--- src/rtl/dig_ramp_pkg.sv ---
// Shared types and defaults for the ramp conversion sequencer.
// States, default geometry and small state-decode helpers.
package dig_ramp_pkg;

    localparam int CNT_W_DEF      = 8;
    localparam int DIS_CYCLES_DEF = 4;
    localparam int TMR_W          = 8;

    typedef enum logic [1:0] {
        IDLE      = 2'd0,
        DISCHARGE = 2'd1,
        RAMP      = 2'd2,
        DONE      = 2'd3
    } ramp_state_t;

    function automatic logic state_busy(input ramp_state_t s);
        return (s != IDLE);
    endfunction

    // The capacitor is released only while the ramp is running.
    function automatic logic state_discharge(input ramp_state_t s);
        return (s != RAMP);
    endfunction

    function automatic logic state_valid(input ramp_state_t s);
        return (s == DONE);
    endfunction

endpackage

--- src/rtl/dig_cmp_sync.sv ---
// Two-flop synchronizer for the asynchronous ramp comparator output.
// Used by dig_ramp_seq only when DIG_CMP_SYNC_EN is defined.
module dig_cmp_sync (
    input  logic clk,
    input  logic rst_n,
    input  logic d_i,
    output logic q_o
);

    logic ff1_q;
    logic ff2_q;

    // Two-stage metastability filter, both stages clear on reset.
    always_ff @(posedge clk or negedge rst_n) begin
        if (!rst_n) begin
            ff1_q <= 1'b0;
            ff2_q <= 1'b0;
        end else begin
            ff1_q <= d_i;
            ff2_q <= ff1_q;
        end
    end

    assign q_o = ff2_q;

endmodule

--- src/rtl/dig_ramp_seq.sv ---
// Ramp ADC conversion sequencer: discharge timing, ramp count capture, valid/ready result.
// Optional comparator synchronizer selected by the DIG_CMP_SYNC_EN macro.
module dig_ramp_seq
    import dig_ramp_pkg::*;
#(
    parameter int CNT_W      = CNT_W_DEF,
    parameter int DIS_CYCLES = DIS_CYCLES_DEF
) (
    input  logic             clk,
    input  logic             reset,
    input  logic             start,
    input  logic             cmp,
    output logic             discharge,
    output logic             busy,
    output logic [CNT_W-1:0] result,
    output logic             overflow,
    output logic             valid,
    input  logic             ready
);

    localparam logic [TMR_W-1:0] DIS_LAST = TMR_W'(DIS_CYCLES - 1);
    localparam logic [TMR_W-1:0] TMR_INC  = {{(TMR_W-1){1'b0}}, 1'b1};
    localparam logic [CNT_W-1:0] CNT_INC  = {{(CNT_W-1){1'b0}}, 1'b1};
    localparam logic [CNT_W-1:0] CNT_MAX  = {CNT_W{1'b1}};

    ramp_state_t      state_q, state_d;
    logic [TMR_W-1:0] tmr_q, tmr_d;
    logic [CNT_W-1:0] cnt_q, cnt_d;
    logic [CNT_W-1:0] result_q, result_d;
    logic             ovf_q, ovf_d;
    logic             discharge_q;
    logic             busy_q;
    logic             valid_q;
    logic             cmp_s;

`ifdef DIG_CMP_SYNC_EN
    dig_cmp_sync u_cmp_sync (
        .clk   (clk),
        .rst_n (reset),
        .d_i   (cmp),
        .q_o   (cmp_s)
    );
`else
    assign cmp_s = cmp;
`endif

    // Next-state, timer, counter and capture logic.
    always_comb begin
        state_d  = state_q;
        tmr_d    = tmr_q;
        cnt_d    = cnt_q;
        result_d = result_q;
        ovf_d    = ovf_q;
        case (state_q)
            IDLE: begin
                if (start) begin
                    state_d = DISCHARGE;
                    tmr_d   = '0;
                end else begin
                    state_d = IDLE;
                end
            end
            DISCHARGE: begin
                tmr_d = tmr_q + TMR_INC;
                if (tmr_q == DIS_LAST) begin
                    state_d = RAMP;
                    cnt_d   = '0;
                end else begin
                    state_d = DISCHARGE;
                end
            end
            RAMP: begin
                if (cmp_s) begin
                    result_d = cnt_q;
                    ovf_d    = 1'b0;
                    state_d  = DONE;
                end else if (cnt_q == CNT_MAX) begin
                    // Full scale without a trip: saturate rather than wrap.
                    result_d = CNT_MAX;
                    ovf_d    = 1'b1;
                    state_d  = DONE;
                end else begin
                    cnt_d   = cnt_q + CNT_INC;
                    state_d = RAMP;
                end
            end
            DONE: begin
                if (ready) begin
                    state_d = IDLE;
                end else begin
                    state_d = DONE;
                end
            end
            default: begin
                state_d = IDLE;
            end
        endcase
    end

    // State, datapath and output registers; outputs decode the next state so they align with it.
    always_ff @(posedge clk or negedge reset) begin
        if (!reset) begin
            state_q     <= IDLE;
            tmr_q       <= '0;
            cnt_q       <= '0;
            result_q    <= '0;
            ovf_q       <= 1'b0;
            discharge_q <= 1'b1;
            busy_q      <= 1'b0;
            valid_q     <= 1'b0;
        end else begin
            state_q     <= state_d;
            tmr_q       <= tmr_d;
            cnt_q       <= cnt_d;
            result_q    <= result_d;
            ovf_q       <= ovf_d;
            discharge_q <= state_discharge(state_d);
            busy_q      <= state_busy(state_d);
            valid_q     <= state_valid(state_d);
        end
    end

    assign discharge = discharge_q;
    assign busy      = busy_q;
    assign result    = result_q;
    assign overflow  = ovf_q;
    assign valid     = valid_q;

endmodule

--- config.mk ---
export PLATFORM = sky130hd
export DESIGN_NAME = dig_ramp_seq
export DESIGN_NICKNAME = d
export VERILOG_FILES = /design/src/rtl/dig_ramp_pkg.sv /design/src/rtl/dig_cmp_sync.sv /design/src/rtl/dig_ramp_seq.sv
export SDC_FILE = /design/constraint.sdc
export NUM_CORES = 1
export LEC_CHECK = 0
export ABC_AREA = 0
export CELL_PAD_IN_SITES_DETAIL_PLACEMENT = 1
export CELL_PAD_IN_SITES_GLOBAL_PLACEMENT = 1
export CORE_ASPECT_RATIO = 1.4
export CORE_MARGIN = 2
export CORE_UTILIZATION = 48
export DETAILED_ROUTE_END_ITERATION = 7
export DONT_BUFFER_PORTS = 1
export PLACE_DENSITY_LB_ADDON = 0.25
export SYNTH_ARGS = -nofsm -noshare
export SYNTH_HDL_FRONTEND = slang
export SYNTH_SLANG_ARGS = --single-unit
export TNS_END_PERCENT = 10
--- constraint.sdc ---
create_clock -name clk -period 2.2 [get_ports clk]
set_input_delay 0.66 -clock clk [delete_from_list [all_inputs] [get_ports clk]]
set_output_delay 0.66 -clock clk [all_outputs]
set_load 0.03 [all_outputs]
# == After elaboration in Yosys (flattened, before gate mapping) ==
# Index checks and enable logic that the tools add are counted.
# totals
register_bits,30
in_bits,5
out_inout_bits,12
word_cells,45
# classes
addsub,2
eq_ne,11
muxes,16
reduce_logical,8
# ops
cell,n
2-to-1 mux 8 bit,6
case mux 8 bit (2 select lines),2
"adder 8 x 1 -> 8 bit, second input constant",2
"inequality test 2 bit, second input constant",5
"equality test 8 x 2 -> 1 bit, second input constant",1
"equality test 8 bit, second input constant",1
case mux 2 bit (4 select lines),1
nonzero test 2 bit,4
"equality test 2 bit, second input constant",3
2-to-1 mux 1 bit,5
2-to-1 mux 2 bit,2
AND reduction 2 bit,2
AND reduction 4 bit,1
"equality test 2 x 1 -> 1 bit, second input constant",1
zero test 2 bit,1

# == Logic depth before layout (Yosys ltp) ==
# Gate-level depths: netlist of run 1.
# depth
depth_word,5
mapped_depth,6
depth_no_buf,5

# == Worst setup path after synthesis of run 1 ==
# No wires, ideal clock.
# synth_path
path_type,reg-to-reg
startpoint,register tmr_q[3]
endpoint,register cnt_q[2]
setup_time_ns,0.132
arrival_ns,1.549
required_time_ns,2.068
slack_ns,0.519
stages_incl_launch_ff,5
synth_period_minus_slack_ns,1.681
cell_sequence,dfrtp_1 -> or4_4 -> or4_4 -> o211ai_1 -> o31ai_1
# synth_between
elab_chain_cells,3
# synth_lines
item,line_no,text
start: declaration,dig_ramp_seq.sv:27,"logic [TMR_W-1:0] tmr_q, tmr_d;"
start signal: assignment,dig_ramp_seq.sv:113,tmr_q <= tmr_d;
equality test 8 x 2 -> 1 bit,dig_ramp_seq.sv:65,if (tmr_q == DIS_LAST) begin
inequality test 2 bit (no line),-,
AND reduction 4 bit (no line),-,
end signal: assignment,dig_ramp_seq.sv:114,cnt_q <= cnt_d;
end: declaration,dig_ramp_seq.sv:28,"logic [CNT_W-1:0] cnt_q, cnt_d;"
# Every way passes these cells.
# A chain may end at the register's enable or synchronous reset.

# == Worst setup path after layout of run 1 ==
# layout_path
startpoint,register state_q[1]
endpoint,"register result_q[5], in the netlist result[5]"
# layout_between
elab_chain_cells,2
# layout_lines
item,line_no,text
start: declaration,dig_ramp_seq.sv:26,"ramp_state_t state_q, state_d;"
start signal: assignment,dig_ramp_seq.sv:112,state_q <= state_d;
equality test 2 bit,dig_ramp_seq.sv:54,case (state_q)
AND reduction 2 bit (no line),-,
end signal: assignment,dig_ramp_seq.sv:115,result_q <= result_d;
end: declaration,dig_ramp_seq.sv:29,"logic [CNT_W-1:0] result_q, result_d;"
# Every way passes these cells.

==> reports/results.tsv, run 1 <==
stage	metric	value	unit
status	status	finished clean	
timing	RSZ-0062 raised after global routing	no	
setup_path	slowest CP cell	dfrtp_1	
drt	DRT iter0 DRCs	15	
clock_network	Clock Tree Buf Depth	2	
clock_network	worst-skew pair later-pin latency	280	ps
timing	Final Hold Viols	0	
setup_path	Setup Crit Path Kind	reg2reg	
synthesis	Yosys warnings	0	
setup_path	CP Launch Type	register	
drt	Via density	5.961	
drt	Residual DRC	0	
synthesis	register area share after synthesis	0.5203	
setup_path	Worst Path Max Fanout	16	
clock_network	Post-CTS Resized	0	
synthesis	Synth Cell Area	1445	um2
layout	layout cell share with drive strength beyond 1	0.09155	
power_and_ir_drop	PD cells	1304	nW/um2
floorplan	CORE AREA	2878	um2
drt	Routed Antenna Nets	0	
timing	Final period util	0.8493	
layout	final core utilization	0.5457	
layout	number of diodes	0	
setup_path	CP max stage delay	620	ps
power_and_ir_drop	Switching Fraction	0.4121	
global_route	met2 Track Usage GR	0.4030	
global_route	pin count of the biggest net entering global routing	31	
power_and_ir_drop	sequential power share	0.563	
timing	Final min period	1869	ps
floorplan	FP Rows	23	
timing	Final Skew	5.391	ps
worst_hold_path	Hold Path Class	in2async	
clock_network	H-Tree Depth	2	
synthesis	Synthesized Nets	145	
synthesis	Synth Instances	138	
setup_path	worst r2r path cells	3	
global_route	first-pass GRT wire length	5.326	mm
setup_path	CP Data Required Time	2360	ps
global_route	Top Usage Layer GRT	met2	
clock_network	number of post-CTS setup repair buffers	0	
global_route	grt met1 use	0.2170	
clock_network	CTS tree	done	
timing	Max Fclk	535.2	MHz
synthesis	Seq cells post-synth	30	
timing	post-route setup slack	331.5	ps
setup_path	CP cell instances	nor2b_1, o21a_1, mux2_1	
synthesis	Post-Syn Area per Cell	10.47	um2
place	Final GP Congestion	0.9116	
place	HPWL after DPL	2.370	mm
clock_network	# hold bufs at CTS	0	
power_and_ir_drop	NetSw	0.8436	mW
setup_path	Worst Setup End Kind	register	
power_and_ir_drop	power share of the clock group	0.220	
power_and_ir_drop	Pwr Total	2.047	mW
drt	Routed WL	3.132	mm
place	PortBufs	0	
global_route	Total GRT Usage	0.2143	
timing	endpoints failing setup	0	
clock_network	clk root buf	clkbuf_8	
floorplan	die area	3472	um2
timing	Slew @ Worst Pin	536.4	ps
drt	Wirelength per Cell	17.50	um
power_and_ir_drop	part of the power in combinational logic	0.217	
layout	area growth from synthesis to layout	8.658	%
timing	Slew HR	0.6394	
floorplan	I/O pin count	17	
layout	commonest non-fill, non-tap cell in the layout	dfrtp_1	
floorplan	Initial Util	0.5022	
drt	DRT Pass-1 Iters	3	
power_and_ir_drop	P_leak	0.6807	nW
drt	routed via count	1067	
clock_network	clk slew on worst S/H paths	60	ps
timing	max-slew violation count	0	
layout	nets	148	
setup_path	r2r setup slk	330	ps
setup_path	reg2reg start	state_q[1]	
floorplan	die height	68.92	um
global_route	met3 Resource Use GR	0.06250	
global_route	grt ovf	0	
clock_network	clk sink count	30	
clock_network	TritonCTS Buffers	5	
place	Post-Place Setup Slack	336.8	ps
global_route	number of global-route vias before repair	1126	
timing	hold_ws	66.93	ps
layout	area occupied by multi-input gates	665.6	um2
job	Max-cap violations	0	
power_and_ir_drop	cell-internal power	1.204	mW
layout	Filler cells	337	
setup_path	FF-to-FF End	result[5]	
layout	most frequent cells in the layout	dfrtp_1, nand2_1, nand3_1, nand2b_1, o21ai_0	
floorplan	die width	50.38	um
setup_path	crit path DAT	2030	ps
global_route	number of antenna violations at the first check in global routing	0	
layout	Reg area	752.0	um2
power_and_ir_drop	Peak supply drop	726.6	uV
synthesis	unique cell type count in the Yosys netlist	38	
timing	Total Neg Setup Slack	0	ps
## layer usage
layer | part of all wire | wire length (um)
met4 | 0.020 | 62
met1 | 0.37 | 1169
met5 | 0 | 0
met2 | 0.58 | 1804
met3 | 0.031 | 96
## power groups by stage
stage	combinational, mW	sequential (mW)	clock [mW]
after global routing	0.506	1.18	0.484
final	0.444	1.15	0.451
after floorplan	0.400	1.06	0
after detailed placement	0.450	1.16	0
after global placement	0.418	1.15	0
after CTS	0.454	1.15	0.468
## worst max-delay path by stage
stage                    start   endpoint  slack (ps)  cells after the start
floorplan             tmr_q[3]   cnt_q[2]         520                      4
global placement    state_q[1]  result[0]         370                      3
detailed placement    tmr_q[3]   cnt_q[1]         340                      4
CTS                   tmr_q[3]   cnt_q[1]         330                      4
global route          cnt_q[0]  result[5]         200                      5
finish              state_q[1]  result[5]         330                      3
## stage by stage
stage,std cells,cell area (um2)
floorplan,138,1445
global placement,171,1475
detailed placement,171,1475
CTS,179,1570
global route,179,1570
finish,179,1570
## worst max-delay path, delay by kind of cell, from the launching register on
family | cells | cell delay, ps
compound gates | 1 | 400
flops | 1 | 620
mux | 1 | 360
simple gates | 1 | 370
## layout make-up
| class | instances | share of cell area |
|---|---|---|
| clock buffer | 6 | 0.05259 |
| inverter | 3 | 0.007171 |
| tap | 37 | 0.02948 |
| multi-input combinational | 101 | 0.4239 |
| sequential | 30 | 0.4789 |
| clock inverter | 2 | 0.007968 |
## cell usage after synthesis, drive strengths merged
master / count / share of area
xor2: 1 / 0.0061
nor3b: 1 / 0.0052
o21ai: 10 / 0.035
ha: 2 / 0.017
nand2b: 8 / 0.035
dfstp: 1 / 0.018
a21oi: 4 / 0.014
nor4: 2 / 0.013
xnor2: 2 / 0.012
nor2b: 3 / 0.013
nand4: 3 / 0.013
nand3: 10 / 0.035
o221ai: 1 / 0.0061
dfrtp: 29 / 0.50
nand4bb: 1 / 0.0078
a21o: 1 / 0.0052
a31oi: 1 / 0.0043
buf: 2 / 0.0061
and4b: 1 / 0.0069
mux2i: 4 / 0.028
nand2: 17 / 0.044
and3: 1 / 0.0043
and4: 2 / 0.012
mux2: 7 / 0.055
o2bb2ai: 1 / 0.0061
o31ai: 2 / 0.010
a2111oi: 1 / 0.010
clkbuf: 2 / 0.0052
nor3: 3 / 0.010
o22a: 1 / 0.0061
inv: 3 / 0.0078
or4: 2 / 0.016
o211ai: 2 / 0.010
o21a: 1 / 0.0052
nor2: 6 / 0.016
## flip-flops by register name, summed over array words and instances, names as in the netlist
| register | cells |
|---|---|
| busy | 1 |
| state_q | 2 |
| overflow | 1 |
| valid | 1 |
| cnt_q | 8 |
| tmr_q | 8 |
| result | 8 |
| discharge | 1 |
## cell families after synthesis
family | count (synthesis) | share of synthesized area
and+or+nand+nor | 60 | 0.2303
AOI/OAI and AO/OA | 25 | 0.1126
xor gates and xnor gates | 3 | 0.01819
muxes | 11 | 0.08226
DFF | 30 | 0.5204
buffers and inverters | 7 | 0.01904
adders and majority gates | 2 | 0.01731
Note: power is estimated with default switching activity, not from simulation.
==> run 2: changes to the inputs <==
--- a/config.mk
+++ b/config.mk
@@ -10,7 +10,7 @@
 export CELL_PAD_IN_SITES_GLOBAL_PLACEMENT = 1
 export CORE_ASPECT_RATIO = 1.4
 export CORE_MARGIN = 2
-export CORE_UTILIZATION = 48
+export CORE_UTILIZATION = 43
 export DETAILED_ROUTE_END_ITERATION = 7
 export DONT_BUFFER_PORTS = 1
 export PLACE_DENSITY_LB_ADDON = 0.25
==> constraint.sdc (replaced) <==
create_clock -name clk -period 1.7 [get_ports clk]
set_input_delay 0.51 -clock clk [delete_from_list [all_inputs] [get_ports clk]]
set_output_delay 0.51 -clock clk [all_outputs]
set_load 0.03 [all_outputs]
==> run 2 against run 1 <==
Net effect: register-to-register slack worse by 410 ps; critical path depth is 1 higher; the run now ends with setup timing left; die area increased by 11%; routed wire length is 18% higher; final area rose by 9.8%; sequential share of layout area down 4.3 points; combinational power up 90%; utilization rose by 0.12 points; count of clock-buffer cells in the layout grew 1; clock power rose by 28%.
==> reports/results.tsv, run 2 (synthesis results as in run 1) <==
stage	metric	value	unit
timing	max-slew violation count	0	
drt	Residual DRC	0	
power_and_ir_drop	Peak supply drop	1074	uV
setup_path	Worst Setup End Kind	register	
timing	Slew @ Worst Pin	483.9	ps
place	Placed Cells	190	
clock_network	Clock Tree Buf Depth	2	
global_route	number of antenna violations at the first check in global routing	0	
global_route	first-pass GRT wire length	6.092	mm
clock_network	clk sink count	30	
setup_path	Worst Path Max Fanout	5	
power_and_ir_drop	Pwr Total	2.836	mW
setup_path	worst r2r path cells	4	
place	Post-Place Setup Slack	-81.97	ps
setup_path	Setup Crit Path Kind	reg2reg	
layout	most frequent cells in the layout	dfrtp_1, nand2_1, buf_4, nand3_1	
clock_network	CTS tree	done	
timing	Final Hold Viols	0	
global_route	pin count of the biggest net entering global routing	30	
clock_network	worst-skew pair later-pin latency	280	ps
setup_path	CP Launch Type	register	
floorplan	die area	3847	um2
drt	routed via count	1150	
worst_hold_path	Hold Path Class	in2async	
global_route	Total GRT Usage	0.2303	
timing	Final period util	1.048	
setup_path	CP Data Required Time	1850	ps
setup_path	FF-to-FF End	cnt_q[2]	
drt	DRT iter0 DRCs	31	
timing	RSZ-0062 raised after global routing	yes	
floorplan	I/O pin count	17	
layout	number of diodes	0	
layout	fin cells	199	
timing	Final Skew	4.498	ps
timing	Slew HR	0.6768	
floorplan	die height	72.60	um
drt	Routed WL	3.700	mm
power_and_ir_drop	P_leak	0.7795	nW
global_route	number of global-route vias before repair	1242	
layout	layout cell share with drive strength beyond 1	0.2000	
floorplan	CORE AREA	3153	um2
setup_path	r2r setup slk	-80	ps
clock_network	clk slew on worst S/H paths	60	ps
floorplan	FP Rows	24	
place	HPWL after DPL	2.815	mm
clock_network	H-Tree Depth	2	
drt	Via density	5.779	
power_and_ir_drop	PD cells	1645	nW/um2
timing	Max Fclk	561.1	MHz
drt	DRT Pass-1 Iters	4	
setup_path	crit path DAT	1930	ps
floorplan	Initial Util	0.4583	
setup_path	reg2reg start	tmr_q[3]	
timing	Final min period	1782	ps
status	status	finished, violations left	
setup_path	Worst Setup SP	tmr_q[3]	
job	Max-cap violations	0	
drt	Routed Antenna Nets	0	
place	PortBufs	0	
floorplan	die width	53.00	um
global_route	grt ovf	0	
clock_network	clk root buf	clkbuf_8	
layout	final core utilization	0.5468	
place	Final GP Congestion	0.9482	
layout	commonest non-fill, non-tap cell in the layout	dfrtp_1	
timing	post-route setup slack	-82.30	ps
layout	nets	166	
timing	endpoints failing setup	3	
layout	area growth from synthesis to layout	19.31	%
clock_network	TritonCTS Buffers	5	
status	failing checks	setup timing	
clock_network	number of post-CTS setup repair buffers	0	
drt	Wirelength per Cell	18.59	um
run 2: area by class of cell:
class / count / area, um2
repair buffers: 18 / 147.6
clock buffers: 7 / 86.33
inverters: 3 / 11.26
well taps: 39 / 48.80
multi-input cells: 101 / 673.1
flip-flops and latches: 30 / 752.0
fillers: 363 / 1429
clock inverters: 1 / 5.005
run 2: metal layers:
| metal | GRT usage | part of all wire | wire, um |
|---|---|---|---|
| met1 | 0.2402 | 0.36 | 1343 |
| met2 | 0.4097 | 0.58 | 2130 |
| met3 | 0.05943 | 0.034 | 124 |
| met4 | 0.1225 | 0.027 | 101 |
| met5 | 0 | 0 | 0 |
run 2: worst max-delay path by stage:
stage / end / slack [ps] / cells past startpoint
2_1_floorplan: cnt_q[2] / 20 / 4
6_report: cnt_q[2] / -80 / 4
4_1_cts: cnt_q[2] / -80 / 4
3_5_place_dp: cnt_q[2] / -80 / 4
5_1_grt: cnt_q[2] / -140 / 4
3_3_place_gp: cnt_q[2] / 10 / 4
run 2: report_power, final:
part	total [mW]	switching (mW)	internal, mW
combinational	0.845	0.430	0.415
clock	0.579	0.253	0.326
sequential	1.41	0.456	0.956
run 2: worst max-delay path: stages, from the launching register on:
cell and delay, ps:
dfrtp_1 380, or4_4 550, or4_4 470, o211ai_1 130, o31ai_1 110
run 2: metrics by stage:
step / setup TNS [ps] / instance area, um2 / hold slack, ps
after floorplan: 0 / 1445 / 214.4
after global placement: 0 / 1605 / 215.3
after detailed placement: -177.3 / 1605 / 215.1
after CTS: -163.7 / 1718 / 44.72
after global routing: -617.2 / 1724 / 50.08
final: -170.3 / 1724 / 45.08
run 2: what timing repair did:
action / 4_1_cts / 5_1_grt
gates resized for setup: 1 / 1
hold endpoints to repair: 29 / 0
setup endpoints to repair: 7 / 13
cloned: 0 / 0
hold buffers: 1 / 0
==> run 3: changes to the inputs <==
--- a/config.mk
+++ b/config.mk
@@ -11,6 +11,7 @@
 export CORE_ASPECT_RATIO = 1.4
 export CORE_MARGIN = 2
 export CORE_UTILIZATION = 43
+export CTS_CLUSTER_DIAMETER = 120
 export DETAILED_ROUTE_END_ITERATION = 7
 export DONT_BUFFER_PORTS = 1
 export PLACE_DENSITY_LB_ADDON = 0.25
==> results of run 3 <==
Final layout, timing and power as in run 2 (identical DEF).
